$ cat src/rtl/mem_port_arbiter.sv
// Shares the core's single memory bus port between instruction fetch and the MEM stage.
// One transaction in flight at a time: IDLE -> REQ -> WAIT -> RESP, with a bounded MEM streak.
module mem_port_arbiter #(
   parameter int unsigned MAX_MEM_STREAK = 4,
   parameter int unsigned ADDR_W         = 64
) (
   input  logic              clk,
   input  logic              rst,

   input  logic              if_req,
   input  logic [ADDR_W-1:0] if_addr,
   input  logic              if_flush,
   output logic              if_done,
   output logic [31:0]       if_rdata,
   output logic              if_stall,

   input  logic              mem_req,
   input  logic              mem_wen,
   input  logic [ADDR_W-1:0] mem_addr,
   input  logic [63:0]       mem_wdata,
   input  logic [7:0]        mem_mask,
   output logic              mem_done,
   output logic [63:0]       mem_rdata,
   output logic              mem_stall,

   output logic              bus_req,
   output logic              bus_wen,
   output logic [ADDR_W-1:0] bus_addr,
   output logic [63:0]       bus_wdata,
   output logic [7:0]        bus_wmask,
   input  logic              bus_gnt,
   input  logic              bus_rvalid,
   input  logic [63:0]       bus_rdata
);

   localparam logic [3:0] MAX_STREAK = 4'(MAX_MEM_STREAK);

   typedef enum logic [1:0] {
      S_IDLE,
      S_REQ,
      S_WAIT,
      S_RESP
   } state_e;

   typedef enum logic {
      OWN_IF,
      OWN_MEM
   } owner_e;

   state_e            state_q, state_d;
   owner_e            owner_q, owner_d;
   logic [3:0]        streak_q, streak_d;
   logic              flush_q, flush_d;
   logic [ADDR_W-1:0] addr_q, addr_d;
   logic              wen_q, wen_d;
   logic [63:0]       wdata_q, wdata_d;
   logic [7:0]        wmask_q, wmask_d;
   logic [31:0]       if_rdata_q, if_rdata_d;
   logic [63:0]       mem_rdata_q, mem_rdata_d;

   logic if_eligible;
   logic streak_full;
   logic grant_if;
   logic grant_mem;

   // A flush in IDLE only hides the fetch for that cycle; MEM wins ties until the streak is full.
   assign if_eligible = if_req & ~if_flush;
   assign streak_full = (streak_q == MAX_STREAK);
   assign grant_if    = (state_q == S_IDLE) & if_eligible & (~mem_req | streak_full);
   assign grant_mem   = (state_q == S_IDLE) & mem_req & ~(if_eligible & streak_full);

   always_comb begin
      // NOTE: every _d defaults to its _q first, so no path through the case can infer a latch.
      state_d     = state_q;
      owner_d     = owner_q;
      streak_d    = streak_q;
      flush_d     = flush_q;
      addr_d      = addr_q;
      wen_d       = wen_q;
      wdata_d     = wdata_q;
      wmask_d     = wmask_q;
      if_rdata_d  = if_rdata_q;
      mem_rdata_d = mem_rdata_q;

      case (state_q)
         S_IDLE: begin
            if (grant_mem) begin
               state_d  = S_REQ;
               owner_d  = OWN_MEM;
               addr_d   = mem_addr;
               wen_d    = mem_wen;
               wdata_d  = mem_wdata;
               wmask_d  = mem_mask;
               streak_d = !if_req    ? 4'd0 :
                          streak_full ? streak_q : streak_q + 4'd1;
            end else if (grant_if) begin
               state_d  = S_REQ;
               owner_d  = OWN_IF;
               addr_d   = if_addr;
               wen_d    = 1'b0;
               wdata_d  = '0;
               wmask_d  = '0;
               streak_d = 4'd0;
            end else if (!if_req) begin
               streak_d = 4'd0;
            end
         end

         S_REQ: begin
            if (owner_q == OWN_IF && if_flush) flush_d = 1'b1;
            if (bus_gnt) state_d = S_WAIT;
         end

         S_WAIT: begin
            if (owner_q == OWN_IF && if_flush) flush_d = 1'b1;
            if (bus_rvalid) begin
               state_d = S_RESP;
               // A flushed fetch still finishes on the bus but must not disturb if_rdata.
               if (owner_q == OWN_MEM) begin
                  if (!wen_q) mem_rdata_d = bus_rdata;
               end else if (!(flush_q || if_flush)) begin
                  if_rdata_d = addr_q[2] ? bus_rdata[63:32] : bus_rdata[31:0];
               end
            end
         end

         S_RESP: begin
            state_d = S_IDLE;
            flush_d = 1'b0;
         end

         default: state_d = S_IDLE;
      endcase
   end

   always_ff @(posedge clk or negedge rst) begin
      if (!rst) begin
         state_q     <= S_IDLE;
         owner_q     <= OWN_IF;
         streak_q    <= 4'd0;
         flush_q     <= 1'b0;
         addr_q      <= '0;
         wen_q       <= 1'b0;
         wdata_q     <= '0;
         wmask_q     <= '0;
         if_rdata_q  <= '0;
         mem_rdata_q <= '0;
      end else begin
         // NOTE: non-blocking updates keep every register sampling the pre-edge values.
         state_q     <= state_d;
         owner_q     <= owner_d;
         streak_q    <= streak_d;
         flush_q     <= flush_d;
         addr_q      <= addr_d;
         wen_q       <= wen_d;
         wdata_q     <= wdata_d;
         wmask_q     <= wmask_d;
         if_rdata_q  <= if_rdata_d;
         mem_rdata_q <= mem_rdata_d;
      end
   end

   assign bus_req   = (state_q == S_REQ);
   assign bus_wen   = wen_q;
   assign bus_addr  = addr_q;
   assign bus_wdata = wdata_q;
   assign bus_wmask = wmask_q;

   assign if_done   = (state_q == S_RESP) & (owner_q == OWN_IF) & ~flush_q;
   assign mem_done  = (state_q == S_RESP) & (owner_q == OWN_MEM);
   assign if_rdata  = if_rdata_q;
   assign mem_rdata = mem_rdata_q;
   assign if_stall  = if_req & ~if_done;
   assign mem_stall = mem_req & ~mem_done;

endmodule

$ cat config.mk
export PLATFORM = sky130hd
export DESIGN_NAME = mem_port_arbiter
export DESIGN_NICKNAME = d
export VERILOG_FILES = /design/src/rtl/mem_port_arbiter.sv
export SDC_FILE = /design/constraint.sdc
export NUM_CORES = 1
export LEC_CHECK = 0
export CAP_MARGIN = 30
export CORE_AREA = 3 3 198 200
export DETAILED_ROUTE_END_ITERATION = 7
export DIE_AREA = 0 0 201 203
export GPL_ROUTABILITY_DRIVEN = 0
export PLACE_DENSITY = 0.72
export SLEW_MARGIN = 0
export SYNTH_ARGS = -nofsm -noshare
export SYNTH_HDL_FRONTEND = slang
export SYNTH_SLANG_ARGS = --single-unit
$ cat constraint.sdc
create_clock -name clk -period 2.35 [get_ports clk]
set_clock_uncertainty 0.15 [all_clocks]
set_input_delay 0.705 -clock clk [delete_from_list [all_inputs] [get_ports clk]]
set_output_delay 0.705 -clock clk [all_outputs]
set_load 0.01 [all_outputs]
==> results.json <==
{
  "outcome": "finished, violations left",
  "violations": "negative setup slack",
  "fin_tns_setup_ns": -0.133,
  "hold_ws_ns": 0.347,
  "cts_tree": "built",
  "arrival_ns": 1.55,
  "syn_to_final_growth_pct": 65.4,
  "ys_ff_latch": 241,
  "ys_seq_area_frac": 0.551,
  "async_reset_ff_frac": 1.00,
  "ys.flop_type": "dfrtp_1",
  "setup_ws_ns": -0.0588,
  "avgSynthCellArea_um2": 11.7,
  "synth_area_leader_cell": "dfrtp_1",
  "die_w_um": 201,
  "yosysTopAreaCellShare": 0.551,
  "relSlewSlack": 0.557,
  "cts_buffer_depth": 3,
  "synth_edf_count": 0,
  "cp-end-kind": "primary output",
  "ios": 510,
  "hp-class": "reg2reg",
  "clk-insertion-delay-late_ns": 0.54,
  "hpwl_mm": 28.6,
  "synth_area_mm2": 0.0110,
  "grt_first_pass_wirelength_mm": 59.9,
  "drt_iter0_drc": 457,
  "h-tree-depth": 1,
  "first_global_vias": 10400,
  "grt_max_degree": 65,
  "path_max_fanout": 3,
  "final_cells": 1991,
  "rsz0062_at_grt": "yes",
  "vias": 9862,
  "routed_wl_mm": 39.0,
  "fp-row-count": 71,
  "stdcell_area_mm2": 0.0181,
  "required_ns": 1.49,
  "fp.dieH_um": 203,
  "ys_warn_count": 0,
  "start_kind": "flop",
  "insertedDiodeCount": 0,
  "fin_crit_sh": 1.03,
  "drc": 0,
  "power_mw": 22.0,
  "synth.most_common_cell": "dfrtp_1",
  "fill_cells": 3384,
  "p_leak_nw": 8.36,
  "antenna_left": 0,
  "fmax_mhz": 415,
  "worst_pin_slew_ns": 0.664,
  "antenna_found_initial": 0,
  "yosysUniqueCellTypes": 41,
  "synth.net_count": 1213,
  "hold_viol_final": 0,
  "coreArea_mm2": 0.0376,
  "postPlaceCellArea_mm2": 0.0170,
  "cap_violations": 0,
  "criticalPathCategory": "reg2out",
  "dpl.cell_count": 1941,
  "synth.area.top_cells": "dfrtp_1, a41oi_2, mux2_2",
  "clk_pin_slew_ns": 0.06,
  "wl_per_cell_um": 19.6,
  "setup_viol": 3,
  "synth_common_cells": "dfrtp_1, nand3_1, nor2_1, a22o_1, nand2_1",
  "grt_use_total": 0.181,
  "start_util": 0.292,
  "fin_nets": 1740,
  "power_density_mw_per_mm2": 1210,
  "first_pass_iters": 5,
  "period_minus_slack_ns": 2.41,
  "die_area_mm2": 0.0408,
  "numCtsBuffers": 26,
  "viasPerCell": 4.95,
  "maxSlewViolCount": 0,
  "portBuffers": 509,
  "root_buffer": "clkbuf_16",
  "postSynthCellCount": 934,
  "overflow": 0,
  "peakVddDrop_mv": 0.621,
  "cts.sinks": 241,
  "drive_above_1_share": 0.168
}
==> critical path, stage by stage (launching register included) <==
cell and delay, ns:
dfrtp_1 0.39, ha_2 0.21, and2_4 0.17, nor2b_4 0.13
buf_6 0.11
==> registers in the layout (all words and copies together) (netlist names) <==
signal	count
bus_addr	64
bus_wdata	64
mem_rdata	64
if_rdata	32
bus_wmask	8
streak_q	4
state_q	2
bus_wen	1
flush_q	1
owner_q	1
==> worst paths after layout <==
| kind | from | to | slack, ns | depth (start not counted) |
|---|---|---|---|---|
| worst max-delay path | state_q[1] | mem_stall | -0.06 | 4 |
| worst min-delay path | bus_wmask[7] | bus_wmask[7] | 0.35 | 1 |
| worst max register to register | streak_q[0] | bus_addr[7] | 0.17 | 6 |
| worst min register to register | bus_wmask[7] | bus_wmask[7] | 0.35 | 1 |
| max in group asynchronous | rst | bus_addr[42] | 0.87 | 3 |
| min in group asynchronous | rst | mem_rdata[7] | 0.51 | 2 |
==> cell usage in the layout, fill, tap and decap left out, types with 47 or more instances in the layout <==
| cell | count |
|---|---|
| nand3_1 | 130 |
| dlygate4sd2_1 | 47 |
| dlymetal6s2s_1 | 79 |
| a22o_1 | 73 |
| nor2_1 | 96 |
| clkdlybuf4s50_1 | 377 |
| mux2_2 | 64 |
| dfrtp_1 | 240 |
| nand2_1 | 67 |
| buf_4 | 47 |
==> power by group <==
group          leakage (nW)  internal, mW  switching [mW]
clock network         0.435          2.51            1.70
registers              2.90          6.13            1.10
logic                  5.02          5.86            4.72
==> stage by stage <==
step                worst slack, ns   util
floorplan                     0.444      -
global placement             -0.714  0.453
detailed placement           -0.677  0.453
CTS                         -0.0784  0.477
global route                 -0.121  0.482
finish                      -0.0588  0.482
==> cells by family (layout without fill, tap and decap cells) <==
group	after synthesis	count (layout)	share of synthesized area
compound gates	185	185	0.166
simple gates	311	311	0.126
buf+inv	92	638	0.0519
flops	241	241	0.551
mux	98	98	0.0970
fa+ha+maj	7	7	0.00800
==> final cells by class <==
| class | instances | area (um^2) | share of cell area |
|---|---|---|---|
| Tap cell | 511 | 639 | 0.0353 |
| Clock inverter | 8 | 104 | 0.00573 |
| Sequential cell | 241 | 6030 | 0.333 |
| Timing Repair Buffer | 584 | 6120 | 0.338 |
| Clock buffer | 39 | 779 | 0.0430 |
| Multi-Input combinational cell | 601 | 4420 | 0.244 |
| Inverter | 7 | 26.3 | 0.00145 |
==> per-layer routing <==
metal | vias to the layer above | GRT usage | share of wire
met2 | 439 | 0.320 | 0.50
met3 | 60 | 0.0457 | 0.080
met4 | 0 | 0.0502 | 0.025
met1 | 4903 | 0.220 | 0.39
li1 | 4460 | - | -
met5 | - | 0 | 0
==> what timing repair did <==
action | in CTS | in global routing
endpoints found under the setup margin | 51 | 85
setup buffers | 2 | 0
resized for setup | 77 | 82
pin swaps | 2 | 0
hold buffers | 1 | 0
cloned | 0 | 0
hold endpoints to repair | 38 | 0
Power figures use the tool's default switching activity.
